==> src/rtl/div_seq.sv <==
// div_seq: multi-cycle signed/unsigned 32-bit divider producing {remainder, quotient} for HI/LO.
// Ports:
//   clk          - clock, rising edge
//   rst          - asynchronous active-low reset
//   signed_div_i - 1 = DIV (signed), 0 = DIVU
//   opdata1_i    - dividend, sampled on acceptance
//   opdata2_i    - divisor, sampled on acceptance
//   start_i      - request, held until ready_o
//   annul_i      - cancel current operation
//   result_o     - registered {remainder, quotient}
//   ready_o      - registered result valid
//   stallreq_o   - start_i & ~ready_o, combinational
module div_seq #(
    parameter int DATA_W = 32,
    parameter int CNT_W  = 6
) (
    input  logic                clk,
    input  logic                rst,
    input  logic                signed_div_i,
    input  logic [DATA_W-1:0]   opdata1_i,
    input  logic [DATA_W-1:0]   opdata2_i,
    input  logic                start_i,
    input  logic                annul_i,
    output logic [2*DATA_W-1:0] result_o,
    output logic                ready_o,
    output logic                stallreq_o
);
    typedef enum logic [1:0] {IDLE, DIVZERO, RUN, DONE} state_t;
    state_t              state;
    logic [CNT_W-1:0]    cnt;
    logic [2*DATA_W:0]   w;
    logic [DATA_W-1:0]   divisor;
    logic                s1, s2, sgn;
    logic [DATA_W-1:0]   abs1, abs2, q_fix, r_fix;
    logic [DATA_W:0]     t;
    assign stallreq_o = start_i & ~ready_o;
    assign abs1  = (signed_div_i & opdata1_i[DATA_W-1]) ? -opdata1_i : opdata1_i;
    assign abs2  = (signed_div_i & opdata2_i[DATA_W-1]) ? -opdata2_i : opdata2_i;
    // trial subtraction of the divisor from the current partial remainder
    assign t     = {1'b0, w[2*DATA_W-1:DATA_W]} - {1'b0, divisor};
    // quotient sign follows operand signs, remainder sign follows the dividend
    assign q_fix = (sgn & (s1 ^ s2)) ? -w[DATA_W-1:0] : w[DATA_W-1:0];
    assign r_fix = (sgn & s1) ? -w[2*DATA_W:DATA_W+1] : w[2*DATA_W:DATA_W+1];
    always_ff @(posedge clk or negedge rst) begin
        if (!rst) begin
            state    <= IDLE;
            cnt      <= '0;
            w        <= '0;
            divisor  <= '0;
            s1       <= 1'b0;
            s2       <= 1'b0;
            sgn      <= 1'b0;
            result_o <= '0;
            ready_o  <= 1'b0;
        end else begin
            case (state)
                IDLE: if (start_i && !annul_i) begin
                    if (opdata2_i == '0) begin
                        state <= DIVZERO;
                    end else begin
                        state   <= RUN;
                        cnt     <= '0;
                        divisor <= abs2;
                        w       <= {{DATA_W{1'b0}}, abs1, 1'b0};
                        s1      <= opdata1_i[DATA_W-1];
                        s2      <= opdata2_i[DATA_W-1];
                        sgn     <= signed_div_i;
                    end
                end
                DIVZERO: if (annul_i || !start_i) begin
                    state <= IDLE;
                end else begin
                    result_o <= '0;
                    ready_o  <= 1'b1;
                    state    <= DONE;
                end
                RUN: if (annul_i || !start_i) begin
                    state <= IDLE;
                end else if (cnt != CNT_W'(DATA_W)) begin
                    w   <= t[DATA_W] ? {w[2*DATA_W-1:0], 1'b0}
                                     : {t[DATA_W-1:0], w[DATA_W-1:0], 1'b1};
                    cnt <= cnt + 1'b1;
                end else begin
                    result_o <= {r_fix, q_fix};
                    ready_o  <= 1'b1;
                    state    <= DONE;
                end
                DONE: if (!start_i || annul_i) begin
                    state    <= IDLE;
                    ready_o  <= 1'b0;
                    result_o <= '0;
                end
                default: state <= IDLE;
            endcase
        end
    end
endmodule

==> config.mk <==
export PLATFORM = sky130hd
export DESIGN_NAME = div_seq
export DESIGN_NICKNAME = d
export VERILOG_FILES = /design/src/rtl/div_seq.sv
export SDC_FILE = /design/constraint.sdc
export NUM_CORES = 1
export LEC_CHECK = 0
export ABC_AREA = 1
export CORE_MARGIN = 2
export CORE_UTILIZATION = 40
export CTS_BUF_LIST = sky130_fd_sc_hd__clkbuf_8 sky130_fd_sc_hd__clkbuf_16
export DETAILED_ROUTE_END_ITERATION = 10
export PLACE_DENSITY = 0.68
export SYNTH_ARGS = -nofsm -noshare
export SYNTH_HDL_FRONTEND = slang
export SYNTH_SLANG_ARGS = --single-unit
==> constraint.sdc <==
create_clock -name clk -period 4.43 [get_ports clk]
set_input_delay 0.443 -clock clk [delete_from_list [all_inputs] [get_ports clk]]
set_output_delay 0.443 -clock clk [all_outputs]
set_load 0.05 [all_outputs]
==> run_results.csv <==
group,metric,value,unit
drt,drt-initial-drc-count,1320,
global_routing,groute.usage.overall,0.2426,
drt,drtAntennaViolNets,0,
cts,cts_buffers,17,
power_and_ir_drop,peakVddDrop,0.3248,mV
cts,h-tree-depth,4,
final_layout,layout_commonest_cell,"nand2_1",
critical_path,end_kind,"flip-flop",
drt,vias_per_cell,5.162,
synthesis,netlist_area,0.01337,mm2
sta,max_slew.worst_pin.slew,0.8379,ns
sta,setup_tns,0,ns
global_routing,grtUsageMet1,0.3717,
place,place_congestion,0.9523,
drt,drc,0,
critical_path,rrSetupSlack,1.44,ns
critical_path,critPathMaxStageDelay,0.62,ns
worst_hold_path,hold_path.class,"in2async",
cts,cts_root_buffer,"clkbuf_16",
synthesis,yosysSeqAreaShare,0.3238,
die,fp.dieArea,0.03490,mm2
critical_path,crit_family,"simple AND/OR/NAND/NOR gates",
place,io_buffers,134,
power_and_ir_drop,powerDensity,568.7,mW/mm2
final_layout,final_cell_area,0.01565,mm2
cts,path_clk_slew,0.08,ns
synthesis,ys_ff_latch,173,
critical_path,cp.arrival,3.33,ns
final_layout,nets,2325,
global_routing,antenna_found_initial,0,
final_layout,syn_to_final_growth,17.10,%
drt,routed_wl,41.96,mm
synthesis,postSynthCellCount,2107,
critical_path,cp.required,4.77,ns
critical_path,cp-start-kind,"flip-flop",
sta,rsz0062_at_grt,"false",
synthesis,ys_types,41,
die,die_x,186.8,um
cts,post_cts_resized,0,
final_layout,fillers,3422,
global_routing,first_global_vias,12903,
sta,finalSetupViolations,0,
critical_path,slowest_stage,"ha_1",
final_layout,seqCellArea,0.004329,mm2
run,maxCapViolCount,0,
sta,relSlewSlack,0.4414,
drt,routedWlPerCell,15.74,um
global_routing,grt_overflow,0,
die,ios,135,
global_routing,busiest_layer,"met1",
critical_path,cp_num_buf_inv,2,
power_and_ir_drop,p_leak,8.190,nW
critical_path,critPathKind,"reg2reg",
die,die_h,186.8,um
global_routing,grt_pass1_wl,68.23,mm
place,dp_cells,2634,
critical_path,path_cells,"inv_1 > ha_1 > nand3_1 > o21ai_1 > nand3_4 > nor2_4 > buf_12 > nand2_1 > o211ai_1",
critical_path,critPathMaxFanout,48,
global_routing,grt_max_degree,91,
final_layout,multi_input_comb_area,0.007576,mm2
place,dp_hpwl,33.38,mm
die,fp.coreArea,0.03270,mm2
cts,cts_tree,"built",
synthesis,synth_nets,2221,
synthesis,yosysWarnings,0,
final_layout,utilization,0.4787,
cts,cts_buffer_depth,2,
sta,maxSlewViolCount,0,
run_status,outcome,"finished, final reports clean",
sta,finalCriticalPeriod,2.989,ns
sta,finalHoldViolCount,0,
die,initial_utilization,0.4088,
cts,clk_latency,0.45,ns
sta,skew,0.02077,ns
die,rows,66,
drt,vias,13756,
final_layout,stdcell_count,2665,
final_layout,final_cell_mix,"nand2_1 (730), inv_1 (295), nand3_1 (201), nor2_1 (198), dfrtp_1 (173)",
place,dpl_cell_area,0.01508,mm2
drt,first_pass_iters,5,
sta,holdWs,0.01788,ns
sta,finalCritPeriodShare,0.6747,
cts,ctsHoldBuffers,0,
final_layout,drive_gt1_frac,0.03689,
synthesis,avgSynthCellArea,6.344,um2
sta,fmax,334.6,MHz
global_routing,use_met2,0.3580,
cts,cts_sinks,173,
global_routing,use_met3,0.03002,
final_layout,antennaDiodeCount,0,
cts,postCtsSetupBuffers,0,
layer usage:
metal / routed length [um] / up-vias / share of wire
met5: 0 / - / 0
met4: 830 / 0 / 0.020
met3: 3302 / 55 / 0.079
met2: 17520 / 536 / 0.42
met1: 20300 / 6322 / 0.48
li1: - / 6843 / -
Yosys cell counts (all sizes together):
cell	n	area (um2)
nand3	203	1028
inv	308	1156
o21bai	1	7.510
dfrtp	173	4329
buf	36	205.2
o211ai	17	152.7
nor2	205	799.5
nand3b	4	30.03
ha	44	550.5
clkbuf	23	86.33
a21oi	44	224.0
or2	2	12.52
xnor2	21	183.9
o22ai	1	6.260
o41ai	1	8.760
nand4	37	231.5
nand2	735	2771
nor4	2	12.51
fa	1	20.02
a22o	10	87.58
clkinv	6	22.52
o31ai	5	37.54
xor2	60	525.5
nor3	22	136.4
o21ai	143	723.2
and2	3	18.77
stage by stage:
step	setup WS [ns]	power, mW
finish	1.441	8.902
detailed placement	1.291	7.354
CTS	1.494	8.873
floorplan	2.334	5.930
global route	1.205	9.571
global placement	1.195	7.301
final cells by class:
type / count / area share
multi-input combinational: 1561 / 0.4840
clock inverter: 14 / 0.009512
tap: 442 / 0.03533
clock buffer: 17 / 0.02718
inverter: 314 / 0.07529
timing repair buffer: 144 / 0.09216
sequential: 173 / 0.2766
worst reg2reg max path, stage by stage, from the launching register on:
cell	delay, ns
dfrtp_1	0.42
inv_1	0.12
ha_1	0.62
nand3_1	0.19
o21ai_1	0.20
nand3_4	0.33
nor2_4	0.50
buf_12	0.29
nand2_1	0.11
o211ai_1	0.10
power by group:
group	leakage, nW	internal (mW)	switching, mW
Sequential	2.29	2.06	0.454
Clock	0.280	0.751	0.750
Combinational	5.62	1.52	3.36
worst paths after layout:
| path | cells past startpoint | from | endpoint |
|---|---|---|---|
| setup / recovery | 9 | state[0]$_DFFE_PN0P_ | w[14]$_DFFE_PN0P_ |
| hold / removal | 1 | rst | divisor[27]$_DFFE_PN0P_ |
| setup reg to reg | 9 | state[0]$_DFFE_PN0P_ | w[14]$_DFFE_PN0P_ |
| hold reg to reg | 2 | result_o[62]$_DFFE_PN0P_ | result_o[62]$_DFFE_PN0P_ |
| max in group asynchronous | 2 | rst | result_o[23]$_DFFE_PN0P_ |
| min in group clk | 2 | result_o[62]$_DFFE_PN0P_ | result_o[62]$_DFFE_PN0P_ |
cells by family after synthesis:
| kind of cell | count (synthesis) | share of synthesized area |
|---|---|---|
| compound gates | 222 | 0.09332 |
| xor+xnor | 81 | 0.05307 |
| fa+ha+maj | 45 | 0.04268 |
| flops | 173 | 0.3238 |
| buf+inv | 373 | 0.1100 |
| simple gates | 1213 | 0.3771 |
sequential cells by signal, summed over array words and instances, names as in the netlist:
signal / flops
cnt: 6
divisor: 32
ready_o: 1
result_o: 64
s1: 1
s2: 1
sgn: 1
state: 2
w: 65
Note: power is estimated with default switching activity, not from simulation.
